**src/rtl/afe_ro_buffer_if.sv**
```systemverilog
// Readout handshake between the AFE sample buffer and the uDMA write side.
// The buffer is the responder (slave); the uDMA side is the master.
interface afe_ro_buffer_if #(
  parameter int DW = 32,
  parameter int AW = 12
);
  logic          ro_valid;
  logic          ro_buf_ce;
  logic          ro_vtransfer;
  logic [DW-1:0] ro_rdata;
  logic [AW-1:0] ro_raddr;

  modport slave (
    output ro_valid,
    output ro_rdata,
    output ro_raddr,
    input  ro_buf_ce,
    input  ro_vtransfer
  );

  modport master (
    input  ro_valid,
    input  ro_rdata,
    input  ro_raddr,
    output ro_buf_ce,
    output ro_vtransfer
  );
endinterface

```
**src/rtl/afe_ro_buffer.sv**
```systemverilog
// AFE readout sample FIFO with ring-address tagging.
// Non-stalling source: a push into a full FIFO is dropped and flagged.
module afe_ro_buffer #(
  parameter int L2_DATA_WIDTH  = 32,
  parameter int L2_AWIDTH_NOAL = 12,
  parameter int FIFO_DEPTH     = 8
) (
  input  logic                          clk_i,
  input  logic                          rst_i,
  input  logic                          cfg_en_i,
  input  logic                          cfg_clr_i,
  input  logic [L2_AWIDTH_NOAL-1:0]     cfg_base_i,
  input  logic [L2_AWIDTH_NOAL-1:0]     cfg_size_i,
  input  logic                          smp_valid_i,
  input  logic [L2_DATA_WIDTH-1:0]      smp_data_i,
  afe_ro_buffer_if.slave                ro,
  output logic                          ovf_o,
  output logic [$clog2(FIFO_DEPTH):0]   fill_o
);
  localparam int DW    = L2_DATA_WIDTH;
  localparam int AW    = L2_AWIDTH_NOAL;
  localparam int PW    = $clog2(FIFO_DEPTH);
  localparam int BYTES = DW / 8;

  logic [DW-1:0] r_mem_d [FIFO_DEPTH];
  logic [AW-1:0] r_mem_a [FIFO_DEPTH];
  logic [PW-1:0] r_wptr;
  logic [PW-1:0] r_rptr;
  logic [PW:0]   r_fill;
  logic [AW-1:0] r_off;
  logic          r_ovf;
  logic          r_valid;
  logic [DW-1:0] r_rdata;
  logic [AW-1:0] r_raddr;

  logic          w_req;
  logic          w_full;
  logic          w_pop;
  logic          w_push;
  logic          w_drop;
  logic [AW:0]   w_off_inc;
  logic [AW-1:0] w_off_nxt;
  logic [PW:0]   w_fill_nxt;
  logic [AW-1:0] w_tag;

  assign w_req  = smp_valid_i & cfg_en_i;
  assign w_full = (r_fill == (PW+1)'(FIFO_DEPTH));
  assign w_pop  = ro.ro_vtransfer & (r_fill != '0);
  assign w_push = w_req & (~w_full | w_pop);
  assign w_drop = w_req & w_full & ~w_pop;
  assign w_tag  = cfg_base_i + r_off;

  // One extra bit so offset+BYTES cannot wrap before the size compare
  always_comb begin
    w_off_inc = {1'b0, r_off} + (AW+1)'(BYTES);
    w_off_nxt = w_off_inc[AW-1:0];
    if (w_off_inc >= {1'b0, cfg_size_i})
      w_off_nxt = '0;
  end

  always_comb begin
    w_fill_nxt = r_fill;
    if (w_push & ~w_pop)
      w_fill_nxt = r_fill + (PW+1)'(1);
    else if (w_pop & ~w_push)
      w_fill_nxt = r_fill - (PW+1)'(1);
  end

  always_ff @(posedge clk_i) begin
    if (rst_i) begin
      for (int i = 0; i < FIFO_DEPTH; i++) begin
        r_mem_d[i] <= '0;
        r_mem_a[i] <= '0;
      end
    end else if (w_push & ~cfg_clr_i) begin
      r_mem_d[r_wptr] <= smp_data_i;
      r_mem_a[r_wptr] <= w_tag;
    end
  end

  always_ff @(posedge clk_i) begin
    if (rst_i) begin
      r_wptr  <= '0;
      r_rptr  <= '0;
      r_fill  <= '0;
      r_off   <= '0;
      r_ovf   <= 1'b0;
      r_valid <= 1'b0;
      r_rdata <= '0;
      r_raddr <= '0;
    end else if (cfg_clr_i) begin
      r_wptr  <= '0;
      r_rptr  <= '0;
      r_fill  <= '0;
      r_off   <= '0;
      r_ovf   <= 1'b0;
      r_valid <= 1'b0;
    end else begin
      if (w_push) begin
        r_wptr <= r_wptr + PW'(1);
        r_off  <= w_off_nxt;
      end
      if (w_pop)
        r_rptr <= r_rptr + PW'(1);
      if (w_drop)
        r_ovf <= 1'b1;
      r_fill  <= w_fill_nxt;
      r_valid <= (w_fill_nxt != '0);
      // Reload reads the pre-pop head, so ce+vtransfer re-reads it
      if (ro.ro_buf_ce) begin
        r_rdata <= r_mem_d[r_rptr];
        r_raddr <= r_mem_a[r_rptr];
      end
    end
  end

  assign ro.ro_valid = r_valid;
  assign ro.ro_rdata = r_rdata;
  assign ro.ro_raddr = r_raddr;
  assign ovf_o       = r_ovf;
  assign fill_o      = r_fill;
endmodule

```
**src/flat_wrapper.sv**
```systemverilog
// flat-port wrapper written by rule: the top's interface ports become plain ports
module afe_ro_buffer_flat 
#(
  parameter int L2_DATA_WIDTH  = 32,
  parameter int L2_AWIDTH_NOAL = 12,
  parameter int FIFO_DEPTH     = 8
)
  (clk_i, rst_i, cfg_en_i, cfg_clr_i, cfg_base_i, cfg_size_i, smp_valid_i, smp_data_i, ovf_o, fill_o, ro_ro_valid, ro_ro_rdata, ro_ro_raddr, ro_ro_buf_ce, ro_ro_vtransfer);
  afe_ro_buffer_if #(.DW((32)), .AW((12))) ro_i ();
  input  logic clk_i;
  input  logic rst_i;
  input  logic cfg_en_i;
  input  logic cfg_clr_i;
  input  logic [L2_AWIDTH_NOAL-1:0] cfg_base_i;
  input  logic [L2_AWIDTH_NOAL-1:0] cfg_size_i;
  input  logic smp_valid_i;
  input  logic [L2_DATA_WIDTH-1:0] smp_data_i;
  output logic ovf_o;
  output logic [$clog2(FIFO_DEPTH):0] fill_o;
  output wire logic [$bits(ro_i.ro_valid)-1:0] ro_ro_valid;
  output wire logic [$bits(ro_i.ro_rdata)-1:0] ro_ro_rdata;
  output wire logic [$bits(ro_i.ro_raddr)-1:0] ro_ro_raddr;
  input wire logic [$bits(ro_i.ro_buf_ce)-1:0] ro_ro_buf_ce;
  input wire logic [$bits(ro_i.ro_vtransfer)-1:0] ro_ro_vtransfer;
  assign ro_ro_valid = ro_i.ro_valid;
  assign ro_ro_rdata = ro_i.ro_rdata;
  assign ro_ro_raddr = ro_i.ro_raddr;
  assign ro_i.ro_buf_ce = ro_ro_buf_ce;
  assign ro_i.ro_vtransfer = ro_ro_vtransfer;
  afe_ro_buffer #(.L2_DATA_WIDTH(L2_DATA_WIDTH), .L2_AWIDTH_NOAL(L2_AWIDTH_NOAL), .FIFO_DEPTH(FIFO_DEPTH)) u_core (.clk_i(clk_i), .rst_i(rst_i), .cfg_en_i(cfg_en_i), .cfg_clr_i(cfg_clr_i), .cfg_base_i(cfg_base_i), .cfg_size_i(cfg_size_i), .smp_valid_i(smp_valid_i), .smp_data_i(smp_data_i), .ro(ro_i), .ovf_o(ovf_o), .fill_o(fill_o));
endmodule
```
**config.mk**
```make
export PLATFORM = sky130hd
export DESIGN_NAME = afe_ro_buffer_flat
export DESIGN_NICKNAME = d
export VERILOG_FILES = /design/src/rtl/afe_ro_buffer_if.sv /design/src/rtl/afe_ro_buffer.sv /design/src/flat_wrapper.sv
export SDC_FILE = /design/constraint.sdc
export NUM_CORES = 1
export LEC_CHECK = 0
export ABC_AREA = 1
export CAP_MARGIN = 20
export CORE_AREA = 2 2 188 190
export CTS_CLUSTER_SIZE = 28
export DETAILED_ROUTE_END_ITERATION = 6
export DIE_AREA = 0 0 190 192
export GPL_TIMING_DRIVEN = 0
export HOLD_SLACK_MARGIN = 0.15
export PLACE_DENSITY = 0.87
export SETUP_SLACK_MARGIN = 0.2
export SLEW_MARGIN = 40
export SYNTH_ARGS = -nofsm -noshare
export SYNTH_HDL_FRONTEND = slang
export SYNTH_SLANG_ARGS = --single-unit
export TNS_END_PERCENT = 20
```
**constraint.sdc**
```tcl
create_clock -name clk_i -period 3.15 [get_ports clk_i]
set_clock_uncertainty 0.1 [all_clocks]
set_input_delay 0.4725 -clock clk_i [delete_from_list [all_inputs] [get_ports clk_i]]
set_output_delay 0.4725 -clock clk_i [all_outputs]
set_load 0.005 [all_outputs]
```
==> flow_summary.yaml, run 1 <==
clock_network:
  clkLatencyLatePin_ps: 550
  htree_num_levels: 2
  worst_case_clock_buffer_depth: 3
  numCtsBuffers: 42
  cts.clk_slew.worst_paths_ps: 60
  tritoncts_num_sinks: 418
  cts_tree: "yes"
  clock-root-buffer: "sky130_fd_sc_hd__clkbuf_16"
  hold_buffers: 0
logic_synthesis:
  synthesis.area_per_instance_um2: 10.31
  synth.cell_area_um2: 18460
  yosys_register_bits: 418
  synth-warning-count: 0
  ys_types: 38
  synthCells: 1791
  syn_nets: 1878
  synth.yosys.seq_area_share_pct: 64.43
global_route:
  globalRouteOverflowTotal: 0
  grt.total_usage_pct: 30.88
  pin_count_of_the_biggest_net_entering_global_routing: 45
  first_global_vias: 15524
  first_pass_grt_wire_length_um: 84610
  antenna_found_initial: 0
power:
  total_power_mw: 12.15
  irDropWorstVdd_v: 0.0003958
  power.sequential.fraction_pct: 51.6
  power.switching_fraction_pct: 22.67
  power_density_nw_per_um2: 558.6
  net_sw_power_mw: 2.755
  internal_power_mw: 9.395
  comb_power_share_pct: 6.6
  p_leak_nw: 8.432
  pwr-share-clk_pct: 41.8
die:
  die-area_um2: 36480
  core_region_area_um2: 34290
  die_x_um: 190
  io_pins: 113
  die-height_um: 192
  rows: 68
  effective_utilization_at_floorplan_pct: 53.83
finish:
  fillerInstances: 2486
  ff_latch_area_um2: 11890
  share_of_layout_cells_above_drive_strength_1_pct: 7.355
  combined_area_of_the_multi_input_logic_cells_um2: 5754
  area_delta_synth_final_pct: 17.84
  nets: 2039
  antennaDiodeCount: 0
  final_cell_count_no_fill: 2440
  most_common_library_cell_in_the_layout_ignoring_fill_and_taps: "sky130_fd_sc_hd__nor2_1"
  layout_common_cells: "547 x sky130_fd_sc_hd__nor2_1, 352 x sky130_fd_sc_hd__edfxtp_1, 228 x sky130_fd_sc_hd__o21ai_0, 112 x sky130_fd_sc_hd__clkdlybuf4s50_1, 82 x sky130_fd_sc_hd__inv_1"
routing:
  routed_via_density: 6.361
  route.detailed.drc: 0
  drt-total-wl_um: 56560
  route.antenna.remaining_nets: 0
  drt_iter0_drc: 2395
  total_number_of_vias: 15521
  detail_routed_net_length_per_standard_cell_um: 23.18
  first_pass_iteration_count_of_the_detailed_router: 6
timing:
  period_needed_ps: 3016
  timing.final.crit_share_pct: 95.73
  fmaxAchievable_ghz: 0.3316
  setup_viol_count_final: 0
  unrepaired_setup_endpoints_after_global_routing: "yes"
  worst_max_slew_margin_expressed_relative_to_the_limit_pct: 41.89
  maxSlewViolCount: 0
  tightestPinTransition_ps: 871.7
  tns_ps: 0
  hold_viol: 0
worst_setup_path:
  cp_max_fo: 24
  rr_endpoint: "u_core.r_mem_d[4][13]$_SDFFCE_PN0P_"
  crit_path_start_kind: "flip-flop"
  reg2regPathDepth: 9
  setup.reg_to_reg.worst_slack_ps: 130
  critical_path_required_ps: 3300
  timing.critical_path.arrival_ps: 3170
  worst_r2r_startpoint: "u_core.fill_o[0]$_SDFF_PP0_"
  endpoint_kind: "flip-flop"
  critPathKind: "flip-flop to flip-flop"
placed_design:
  dpl.hpwl_um: 34500
  placed_cells: 2362
  place.gp.congestion: 0.8839
  numPortBuffers: 112
min_path:
  hold_path.startpoint: "u_core.ovf_o$_SDFFE_PP0P_"
  hold_path_depth: 1
  min_path_type: "flip-flop to flip-flop"
  endpoint_of_the_worst_hold_timing_path: "u_core.ovf_o$_SDFFE_PP0P_"
flow_run:
  cap_violations: 0
status:
  result_of_the_run: "completed"
==> state kept, by name (all words and copies together), names as in the netlist <==
register            count
u_core.fill_o           4
u_core.ovf_o            1
u_core.r_mem_a         96
u_core.r_mem_d        256
u_core.r_off           10
u_core.r_rptr           3
u_core.r_wptr           3
u_core.ro.ro_raddr     12
u_core.ro.ro_rdata     32
u_core.ro.ro_valid      1
==> synthesized netlist by cell type, drive strengths merged <==
cell type	n	area share, %
a211oi	1	0.041
a21o	1	0.041
a21oi	70	1.9
a31oi	2	0.068
and3	1	0.034
buf	39	1.7
clkbuf	75	1.6
clkinv	1	0.020
dfxtp	66	7.2
edfxtp	352	57
ha	24	1.6
inv	86	1.7
nand2	95	2.1
nand3	37	1.1
nand3b	2	0.081
nand4	8	0.31
nor2	552	11
nor3	5	0.20
o21a	2	0.081
o21ai	270	7.3
o21bai	1	0.041
o221ai	44	2.1
o22ai	44	1.5
xnor2	7	0.33
xor2	6	0.28
==> worst max-delay path, cell delays in order (launching register included) <==
cell and delay (ps):
sky130_fd_sc_hd__dfxtp_1 480, sky130_fd_sc_hd__inv_1 100, sky130_fd_sc_hd__ha_1 280, sky130_fd_sc_hd__nand4_2 150, sky130_fd_sc_hd__nand2_4 100, sky130_fd_sc_hd__nor2_2 230, sky130_fd_sc_hd__nand3_2 380, sky130_fd_sc_hd__clkbuf_4 380
sky130_fd_sc_hd__nand2_8 260, sky130_fd_sc_hd__buf_12 250
==> cell families (layout without fill, tap and decap cells) <==
kind of cell	Yosys count	after routing	synth area share, %
and+or+nand+nor	700	700	15.21
AOI/OAI and AO/OA	435	435	13.07
DFF	418	418	64.43
buffers and inverters	201	395	5.044
adders and majority gates	24	24	1.627
xor gates and xnor gates	13	13	0.6169
==> how the worst max path moves through the flow <==
stage	start	to	slack [ps]	cells past startpoint
after floorplan	u_core.fill_o[0]$_SDFF_PP0_	u_core.r_mem_a[0][0]$_SDFFCE_PN0P_	160	8
after global placement	cfg_clr_i	u_core.r_mem_d[4][5]$_SDFFCE_PN0P_	-1670	7
after detailed placement	cfg_clr_i	u_core.r_mem_d[4][8]$_SDFFCE_PN0P_	-610	8
after CTS	u_core.fill_o[0]$_SDFF_PP0_	u_core.r_mem_a[0][2]$_SDFFCE_PN0P_	100	9
after global routing	u_core.fill_o[0]$_SDFF_PP0_	u_core.r_mem_d[4][19]$_SDFFCE_PN0P_	60	9
final	u_core.fill_o[0]$_SDFF_PP0_	u_core.r_mem_d[4][13]$_SDFFCE_PN0P_	130	9
==> layout make-up <==
cell class              count  area share (%)
clock buffers              62           5.598
flip-flops and latches    418           54.68
repair buffers            117           5.592
multi-input cells        1172           26.46
well taps                 455           2.618
plain buffers             114           2.825
clock inverters            15          0.7306
inverters                  87           1.502
==> timing repair <==
item	4_1_cts	5_1_grt
endpoints found under the setup margin	204	305
setup buffers	1	0
pin swaps	1	0
gates resized for setup	7	4
==> power groups by stage <==
stage | registers [mW] | clock network [mW] | logic, mW
4_1_cts | 6.26 | 5.03 | 0.780
5_1_grt | 6.28 | 5.25 | 0.857
2_1_floorplan | 6.36 | 0 | 0.383
3_3_place_gp | 6.38 | 0 | 0.722
3_5_place_dp | 6.38 | 0 | 0.767
6_report | 6.27 | 5.07 | 0.807
==> routing by layer <==
| metal | GRT usage [%] | vias up | routed length, um |
|---|---|---|---|
| met4 | 16.85 | 0 | 3321 |
| met2 | 50.88 | 1386 | 26220 |
| met1 | 36.62 | 7244 | 18650 |
| met5 | 0 | - | 0 |
| met3 | 9.026 | 313 | 8364 |
| li1 | - | 6578 | - |
==> metrics by stage <==
stage	worst slack (ps)	area [um2]	hold WS, ps	utilization [%]
2_1_floorplan	155.0	18470	362.4	-
3_3_place_gp	-1667	20160	372.4	58.79
3_5_place_dp	-609.9	20300	373.1	59.20
4_1_cts	98.12	21720	391.7	63.33
5_1_grt	62.89	21750	409.1	63.43
6_report	134.5	21750	394.7	63.43
Note: power is estimated with default switching activity, not from simulation.
==> inputs of run 2 (changes only) <==
- GPL_TIMING_DRIVEN: 0 -> unset
==> flow_summary.yaml, run 2 (synthesized netlist as in run 1, its figures left out) <==
status:
  result_of_the_run: "completed"
power:
  power.switching_fraction_pct: 21.82
  net_sw_power_mw: 2.608
  power_density_nw_per_um2: 560.2
  total_power_mw: 11.96
  irDropWorstVdd_v: 0.0004117
  comb_power_share_pct: 6.5
  p_leak_nw: 8.284
  internal_power_mw: 9.347
  power.sequential.fraction_pct: 52.4
  pwr-share-clk_pct: 41.2
timing:
  setup_viol_count_final: 0
  fin_worst_hold_slack_ps: 404.8
  period_needed_ps: 2655
  tns_ps: 0
  hold_viol: 0
  unrepaired_setup_endpoints_after_global_routing: "no"
  fmaxAchievable_ghz: 0.3767
  min_setup_slack_post_route_ps: 495.1
  tightestPinTransition_ps: 932.7
  maxSlewViolCount: 0
  worst_max_slew_margin_expressed_relative_to_the_limit_pct: 37.82
  timing.final.crit_share_pct: 84.28
clock_network:
  worst_case_clock_buffer_depth: 3
  htree_num_levels: 2
  clock-root-buffer: "sky130_fd_sc_hd__clkbuf_16"
  cts_tree: "yes"
  hold_buffers: 0
  cts.clk_slew.worst_paths_ps: 60
  postCtsResizedCells: 0
  numCtsBuffers: 41
  tritoncts_num_sinks: 418
  clkLatencyLatePin_ps: 520
  post-cts-setup-buffers: 0
finish:
  final_cell_count_no_fill: 2353
  postLayoutCellArea_um2: 21340
  largest_reg_flops: 256
  antennaDiodeCount: 0
  largest_register: "u_core.r_mem_d"
  layout.core_utilization_pct: 62.24
  ff_latch_area_um2: 11900
  most_common_library_cell_in_the_layout_ignoring_fill_and_taps: "sky130_fd_sc_hd__nor2_1"
  layout_common_cells: "547 x sky130_fd_sc_hd__nor2_1, 352 x sky130_fd_sc_hd__edfxtp_1, 228 x sky130_fd_sc_hd__o21ai_0, 112 x sky130_fd_sc_hd__clkdlybuf4s50_1, 81 x sky130_fd_sc_hd__nand2_1"
  combined_area_of_the_multi_input_logic_cells_um2: 5662
  nets: 1956
  fillerInstances: 2476
  area_delta_synth_final_pct: 15.63
  share_of_layout_cells_above_drive_strength_1_pct: 6.902
global_route:
  antenna_found_initial: 0
  first_global_vias: 14642
  first_pass_grt_wire_length_um: 74750
  pin_count_of_the_biggest_net_entering_global_routing: 178
  grt.total_usage_pct: 26.25
  globalRouteOverflowTotal: 0
placed_design:
  dpl.hpwl_um: 27260
  detailed_place.area_um2: 20010
  placed_cells: 2281
  place_worst_setup_slack_ps: 216.2
  numPortBuffers: 112
  place.gp.congestion: 0.9106
min_path:
  hold_path.startpoint: "u_core.ovf_o$_SDFFE_PP0P_"
  min_path_type: "flip-flop to flip-flop"
  hold_path_depth: 1
  endpoint_of_the_worst_hold_timing_path: "u_core.ovf_o$_SDFFE_PP0P_"
die:
  effective_utilization_at_floorplan_pct: 53.83
  die-area_um2: 36480
  io_pins: 113
  die_x_um: 190
  rows: 68
  core_region_area_um2: 34290
  die-height_um: 192
flow_run:
  cap_violations: 0
routing:
  drt-total-wl_um: 48290
  total_number_of_vias: 14348
  drt_iter0_drc: 1852
  detail_routed_net_length_per_standard_cell_um: 20.52
  route.detailed.drc: 0
  routed_via_density: 6.098
  first_pass_iteration_count_of_the_detailed_router: 6
  route.antenna.remaining_nets: 0
worst_setup_path:
  crit_path_start_kind: "flip-flop"
  worst_r2r_startpoint: "u_core.r_off[2]$_SDFFE_PP0N_"
  critPathKind: "flip-flop to flip-flop"
  setup.reg_to_reg.worst_slack_ps: 500
  rr_endpoint: "u_core.r_off[8]$_SDFFE_PP0N_"
  cp_max_fo: 10
  timing.critical_path.arrival_ps: 3000
  critical_path_required_ps: 3490
  reg2regPathDepth: 12
  endpoint_kind: "flip-flop"
run 2: changes by cell type in the layout (fill, tap and decap cells not counted), sizes merged:
cell	delta
bufinv	+2
buf	-8
clkinv	+3
clkbuf	-83
clkinvlp	-1
run 2: critical path, cell delays in order (launching register included):
cell and delay (ps):
sky130_fd_sc_hd__dfxtp_1 470, sky130_fd_sc_hd__ha_1 260, sky130_fd_sc_hd__nand2_1 150, sky130_fd_sc_hd__nor2_1 150, sky130_fd_sc_hd__xor2_1 230, sky130_fd_sc_hd__ha_1 280
sky130_fd_sc_hd__nand2_1 70, sky130_fd_sc_hd__inv_1 30, sky130_fd_sc_hd__o21ai_0 140, sky130_fd_sc_hd__nand3b_1 140, sky130_fd_sc_hd__nor2_4 230, sky130_fd_sc_hd__nand3_1 140
sky130_fd_sc_hd__a21oi_1 170
run 2: layout make-up:
type | instances | share of cell area [%]
Sequential cell | 418 | 55.75
Multi-Input combinational cell | 1172 | 26.53
Timing Repair Buffer | 149 | 7.276
Clock buffer | 53 | 5.159
Tap cell | 455 | 2.668
Inverter | 87 | 1.542
Clock inverter | 19 | 1.079
run 2: metal layers:
metal	GRT usage [%]	vias to the layer above	share of wire [%]
met5	0	-	0
met4	12.08	0	3.6
met3	4.824	165	10
met2	45.96	956	50
met1	31.60	6831	36
li1	-	6396	-
run 2: worst max path at each step:
stage / from / endpoint / slack (ps) / depth (start not counted)
final: u_core.r_off[2]$_SDFFE_PP0N_ / u_core.r_off[8]$_SDFFE_PP0N_ / 500 / 12
after global routing: u_core.r_off[2]$_SDFFE_PP0N_ / u_core.r_off[8]$_SDFFE_PP0N_ / 340 / 12
after CTS: u_core.r_off[2]$_SDFFE_PP0N_ / u_core.r_off[8]$_SDFFE_PP0N_ / 540 / 12
after detailed placement: cfg_clr_i / u_core.r_mem_d[1][12]$_SDFFCE_PN0P_ / 220 / 7
after global placement: cfg_clr_i / u_core.r_mem_d[1][6]$_SDFFCE_PN0P_ / 250 / 7
after floorplan: u_core.fill_o[0]$_SDFF_PP0_ / u_core.r_mem_a[0][0]$_SDFFCE_PN0P_ / 160 / 8
run 2: power by group through the flow:
stage | combinational (mW) | sequential [mW] | clock, mW
final | 0.772 | 6.26 | 4.92
after global routing | 0.833 | 6.28 | 5.12
after detailed placement | 0.756 | 6.37 | 0
after floorplan | 0.383 | 6.36 | 0
after CTS | 0.764 | 6.26 | 4.92
after global placement | 0.731 | 6.36 | 0
